## src/rtl/spram_arb_pkg.sv

```systemverilog
// Shared types and constants for the SPRAM video/CPU arbiter.
package spram_arb_pkg;

    typedef enum logic [1:0] {
        LAST_NONE = 2'd0,
        LAST_VID  = 2'd1,
        LAST_CPU  = 2'd2
    } last_e;

    localparam logic [3:0] MASK_LO = 4'b0011;
    localparam logic [3:0] MASK_HI = 4'b1100;

endpackage

```

## src/rtl/spram_byte_lane.sv

```systemverilog
// Byte-lane packing of CPU writes onto the 16-bit SPRAM word and lane selection on reads.
module spram_byte_lane
    import spram_arb_pkg::*;
(
    input  logic        byte_sel,
    input  logic [7:0]  wdata,
    output logic [3:0]  mask,
    output logic [15:0] din,
    input  logic        rd_sel,
    input  logic [15:0] dout,
    output logic [7:0]  rdata
);

    always_comb begin
        mask  = byte_sel ? MASK_HI : MASK_LO;
        din   = {wdata, wdata};
        rdata = rd_sel ? dout[15:8] : dout[7:0];
    end

endmodule

```

## src/rtl/spram_arbiter.sv

```systemverilog
// Single-port RAM arbiter between a video read port and a byte-wide CPU port.
// Define SPRAM_ARB_RR_EN for round-robin arbitration instead of video priority with streak guard.
module spram_arbiter
    import spram_arb_pkg::*;
#(
    parameter int unsigned VID_STREAK_MAX = 4
) (
    input  logic        clk,
    input  logic        reset,
    input  logic        vid_req,
    input  logic [13:0] vid_addr,
    output logic        vid_ack,
    output logic        vid_rvalid,
    output logic [15:0] vid_rdata,
    input  logic        cpu_req,
    input  logic        cpu_we,
    input  logic [14:0] cpu_addr,
    input  logic [7:0]  cpu_wdata,
    output logic        cpu_ack,
    output logic        cpu_rvalid,
    output logic [7:0]  cpu_rdata,
    output logic [13:0] ram_addr,
    output logic [15:0] ram_din,
    output logic [3:0]  ram_mask,
    output logic        ram_wren,
    output logic        ram_cs,
    input  logic [15:0] ram_dout
);

    last_e       last_q;
    logic        grant_vid;
    logic        grant_cpu;
    logic        rd_sel_q;
    logic [3:0]  lane_mask;
    logic [15:0] lane_din;

    spram_byte_lane u_byte_lane (
        .byte_sel (cpu_addr[0]),
        .wdata    (cpu_wdata),
        .mask     (lane_mask),
        .din      (lane_din),
        .rd_sel   (rd_sel_q),
        .dout     (ram_dout),
        .rdata    (cpu_rdata)
    );

    assign vid_rdata = ram_dout;

`ifdef SPRAM_ARB_RR_EN
    always_comb begin
        grant_vid = 1'b0;
        grant_cpu = 1'b0;
        if (vid_req && cpu_req) begin
            grant_cpu = (last_q == LAST_VID);
            grant_vid = !grant_cpu;
        end else begin
            grant_vid = vid_req;
            grant_cpu = cpu_req;
        end
    end
`else
    localparam logic [3:0] STREAK_MAX = 4'(VID_STREAK_MAX);

    logic [3:0] streak_q;

    always_comb begin
        grant_vid = 1'b0;
        grant_cpu = 1'b0;
        if (vid_req && cpu_req) begin
            grant_cpu = (streak_q == STREAK_MAX);
            grant_vid = !grant_cpu;
        end else begin
            grant_vid = vid_req;
            grant_cpu = cpu_req;
        end
    end

    // Counts video grants that made a waiting CPU wait; saturates at the limit.
    always_ff @(posedge clk or posedge reset) begin
        if (reset) begin
            streak_q <= 4'd0;
        end else if (!cpu_req || grant_cpu) begin
            streak_q <= 4'd0;
        end else if (grant_vid && streak_q != STREAK_MAX) begin
            streak_q <= streak_q + 4'd1;
        end
    end
`endif

    always_ff @(posedge clk or posedge reset) begin
        if (reset) begin
            last_q     <= LAST_NONE;
            vid_ack    <= 1'b0;
            cpu_ack    <= 1'b0;
            vid_rvalid <= 1'b0;
            cpu_rvalid <= 1'b0;
            rd_sel_q   <= 1'b0;
            ram_cs     <= 1'b0;
            ram_wren   <= 1'b0;
            ram_mask   <= 4'd0;
            ram_addr   <= 14'd0;
            ram_din    <= 16'd0;
        end else begin
            vid_ack    <= grant_vid;
            cpu_ack    <= grant_cpu;
            vid_rvalid <= vid_ack;
            cpu_rvalid <= cpu_ack && !ram_wren;
            // Lane of the command now executing; its data appears next cycle.
            rd_sel_q   <= (ram_mask == MASK_HI);
            if (grant_vid) begin
                last_q   <= LAST_VID;
                ram_cs   <= 1'b1;
                ram_wren <= 1'b0;
                ram_mask <= 4'd0;
                ram_addr <= vid_addr;
            end else if (grant_cpu) begin
                last_q   <= LAST_CPU;
                ram_cs   <= 1'b1;
                ram_wren <= cpu_we;
                ram_mask <= lane_mask;
                ram_addr <= cpu_addr[14:1];
                ram_din  <= lane_din;
            end else begin
                last_q   <= LAST_NONE;
                ram_cs   <= 1'b0;
                ram_wren <= 1'b0;
                ram_mask <= 4'd0;
            end
        end
    end

endmodule
```

## config.mk

```make
export PLATFORM = sky130hd
export DESIGN_NAME = spram_arbiter
export DESIGN_NICKNAME = d
export VERILOG_FILES = /design/src/rtl/spram_arb_pkg.sv /design/src/rtl/spram_byte_lane.sv /design/src/rtl/spram_arbiter.sv
export SDC_FILE = /design/constraint.sdc
export NUM_CORES = 1
export LEC_CHECK = 0
export CAP_MARGIN = 25
export CORE_MARGIN = 1.5
export CORE_UTILIZATION = 38
export CTS_CLUSTER_DIAMETER = 100
export DETAILED_ROUTE_END_ITERATION = 7
export HOLD_SLACK_MARGIN = 0.12
export PLACE_DENSITY = 0.94
export SYNTH_ARGS = -nofsm -noshare
export SYNTH_HDL_FRONTEND = slang
export SYNTH_SLANG_ARGS = --single-unit
```

## constraint.sdc

```tcl
create_clock -name clk -period 4.1 [get_ports clk]
set_input_delay 0.82 -clock clk [delete_from_list [all_inputs] [get_ports clk]]
set_output_delay 0.82 -clock clk [all_outputs]
set_load 0.02 [all_outputs]
```

==> results by group <==
Run status
  – Outcome: completed

Timing
  – Minimum clock period: 2880 ps
  – Worst-margin pin slew: 547 ps
  – Setup violations, final: 0
  – Final Max Tran Viols: 0
  – Setup Skew: 7.69 ps
  – Final setup TNS: 0 ps
  – Slew headroom: 63.4%
  – RSZ-0062 raised after global routing: false
  – Tcrit/Tclk final: 70.4%
  – FMAX: 347 MHz
  – Final hold violation count: 0

Placed design
  – Gpl congestion: 0.780
  – Dpl cell area: 0.00279 mm²
  – IO Port Bufs: 121
  – Post-DP HPWL: 3530 µm

Synthesis
  – Xor/xnor share of the synthesized area: 1.01%
  – Synth area leaders: dfrtp_1 50%, buf_4 11%, o221a_2 9.1%
  – Post-synthesis mux area share: 11.9%
  – Syn nets: 200
  – Warnings from Yosys: 0
  – Fraction of registers with async set/reset: 100%
  – Mean Syn Cell Area: 12.4 µm²
  – Netlist cell types: 22
  – Seq cells post-synth: 35
  – Syn Std Cell Area: 0.00174 mm²
  – Post-synth EDFFs: 0
  – Syn Inst Count: 140
  – Simple-gate portion of the synthesized area: 9.35%
  – Most frequent cell after synthesis: dfrtp_1
  – Adder-Cell Fraction of Synth Area: 1.44%
  – Synth Area in Compound Gates: 10.6%
  – Ys flop type: dfrtp_1
  – Seq/Total Area, Yosys: 50.3%
  – Largest area contributor in the netlist: dfrtp_1
  – Largest family of logic cells by synthesized area: buffers and inverters
  – Synth top cells by count: 35 x dfrtp_1, 26 x buf_4, 14 x o221a_2, 14 x or3_1, 9 x mux2_2
  – Post-synth top area share: 50.3%

CTS
  – CTS tree: built
  – Number of buffers created by CTS: 5
  – CTS H-tree depth: 2
  – CTS resizes: 0
  – CTS clock-pin slew for the worst setup and hold paths: 60 ps
  – Hold_buf cts: 0
  – Later-pin clock latency in the skew report: 270 ps
  – # Post-CTS Setup Buffers: 0
  – CTS Sinks: 35
  – CTS root buf: clkbuf_8
  – CTS Buffer Depth: 2

Critical path
  – CP startpoint kind: primary input
  – Cells along the critical path: clkdlybuf4s50_1 -> mux2_2 -> clkdlybuf4s50_1
  – Reg-to-Reg End: ram_din[7]
  – WP data arrival: 2060 ps
  – Reg2reg path depth: 6
  – Critical path's largest stage delay: 530 ps
  – Worst endpoint required time: 3280 ps
  – Reg-to-Reg Start: streak_q[0]
  – WP buf/inv: 2
  – FF-to-FF setup slack: 2160 ps
  – Slowest library cell on the worst path: clkdlybuf4s50_1
  – Crit path max fanout: 2
  – CP startpoint: ram_dout[4]
  – Worst path most repeated cell: clkdlybuf4s50_1
  – Cell family with most CP delay: buffers and inverters
  – Critical Path End Type: output pin
  – Crit path kind: in2out

Job
  – Max-cap violation count: 0

Detailed routing
  – WL/cell: 15.2 µm
  – TritonRoute pass-1 iters: 4
  – Initial drt markers: 63
  – Drt drc: 0
  – DRT antenna net count: 0
  – Detailed-route wire length: 4380 µm
  – Vias: 1408
  – DR vias/cell: 4.89

Finish
  – Fin nets: 296
  – Share of cells above drive strength 1: 17.4%
  – Final instance area: 0.00287 mm²
  – Area growth syn-to-layout: 65.1%
  – Diode count: 0

Floorplanning
  – # IOs: 122
  – Initial core utilization: 39.7%
  – Die Y: 70.7 µm
  – Core Rows: 24
  – Core area: 0.00438 mm²
  – Die Wd: 70.7 µm
  – Die area: 0.00499 mm²

Min path
  – HP Class: reg2reg
  – Hold_sp: vid_ack
  – WHS Path Cells: 0
  – Hold path endpoint: vid_rvalid

Pwr
  – PwrDens: 330 mW/mm²
  – Max rail drop VDD: 178 µV
  – Static Leak: 1.19 nW

Global route
  – Global-route wire length before repair: 6960 µm
  – Total track usage: 17.5%
  – GRT overflow: 0
  – Vias in the first global route: 1408
  – Antenna violations before repair: 0
  – Largest net degree at the start of global routing: 36
## per-stage QoR
stage               hold slack [ps]  setup slack, ps  power, W  util (%)  instances
finish                          384             1220  0.000947      65.5        288
detailed placement              378             1190  0.000717      63.5        281
global placement                362             1220  0.000712      63.5        281
CTS                             391             1210  0.000963      65.5        288
floorplan                       454             2150  0.000565         -        140
global route                    395             1160  0.000992      65.5        288
## cells by family (layout without fill, tap and decap cells)
logic type | count (synthesis) | after routing
XOR/XNOR | 2 | 2
AND/OR/NAND/NOR | 28 | 28
flip-flops | 35 | 35
multiplexers | 16 | 16
AO/OA/AOI/OAI | 16 | 16
adder cells (fa/ha/maj) | 2 | 2
buffers and inverters | 41 | 137
## how the worst max path moves through the flow
stage | end | depth (start not counted)
after global placement | cpu_rdata[5] | 3
after CTS | cpu_rdata[5] | 3
after detailed placement | ram_din[11] | 5
final | cpu_rdata[4] | 3
after global routing | cpu_rdata[4] | 3
after floorplan | cpu_rdata[0] | 1
## power breakdown
| part | total, W | switching (W) | internal [W] | leakage (nW) |
|---|---|---|---|---|
| Clock | 0.000240 | 0.000109 | 0.000132 | 0.0470 |
| Combinational | 0.000311 | 0.000133 | 0.000178 | 0.728 |
| Sequential | 0.000396 | 0.0000208 | 0.000375 | 0.419 |
| Total | 0.000947 | 0.000262 | 0.000685 | 1.19 |
## registers in the layout, indices dropped and copies added (netlist names)
register and cells:
ram_din 8, ram_cs 1, streak_q 4, ram_wren 1, vid_rvalid 1, cpu_ack 1
ram_mask 2, ram_addr 14, vid_ack 1, rd_sel_q 1, cpu_rvalid 1
## cell usage in the layout, fill, tap and decap left out
master,n
inv_2,1
xor2_1,1
nand3_1,1
dfrtp_1,35
a21boi_4,1
buf_4,1
or3_1,14
nor2_1,5
nand4b_2,1
nor2b_1,2
inv_1,7
and2_1,2
clkinv_2,1
mux2_4,7
ha_1,2
nand2_1,3
xnor2_1,1
mux2_2,9
clkbuf_8,6
o211ai_1,1
o221a_2,14
clkdlybuf4s50_1,121
## metal layers
layer  vias to the layer above  routed length, µm  global-route usage (%)
met3                         6                358                    5.41
met5                         -                  0                       0
met2                        76               2290                    31.3
met4                         0                 54                    3.98
li1                        659                  -                       -
met1                       667               1680                    20.7
## area by class of cell
cell class | instances | area [µm²]
Clock inverter | 1 | 5.00
Timing Repair Buffer | 122 | 1220
Inverter | 8 | 30.0
Multi-Input combinational cell | 64 | 596
Clock buffer | 6 | 82.6
Sequential cell | 35 | 876
Fill cell | 356 | 1510
Tap cell | 52 | 65.1
(Power assumes the default switching activity.)
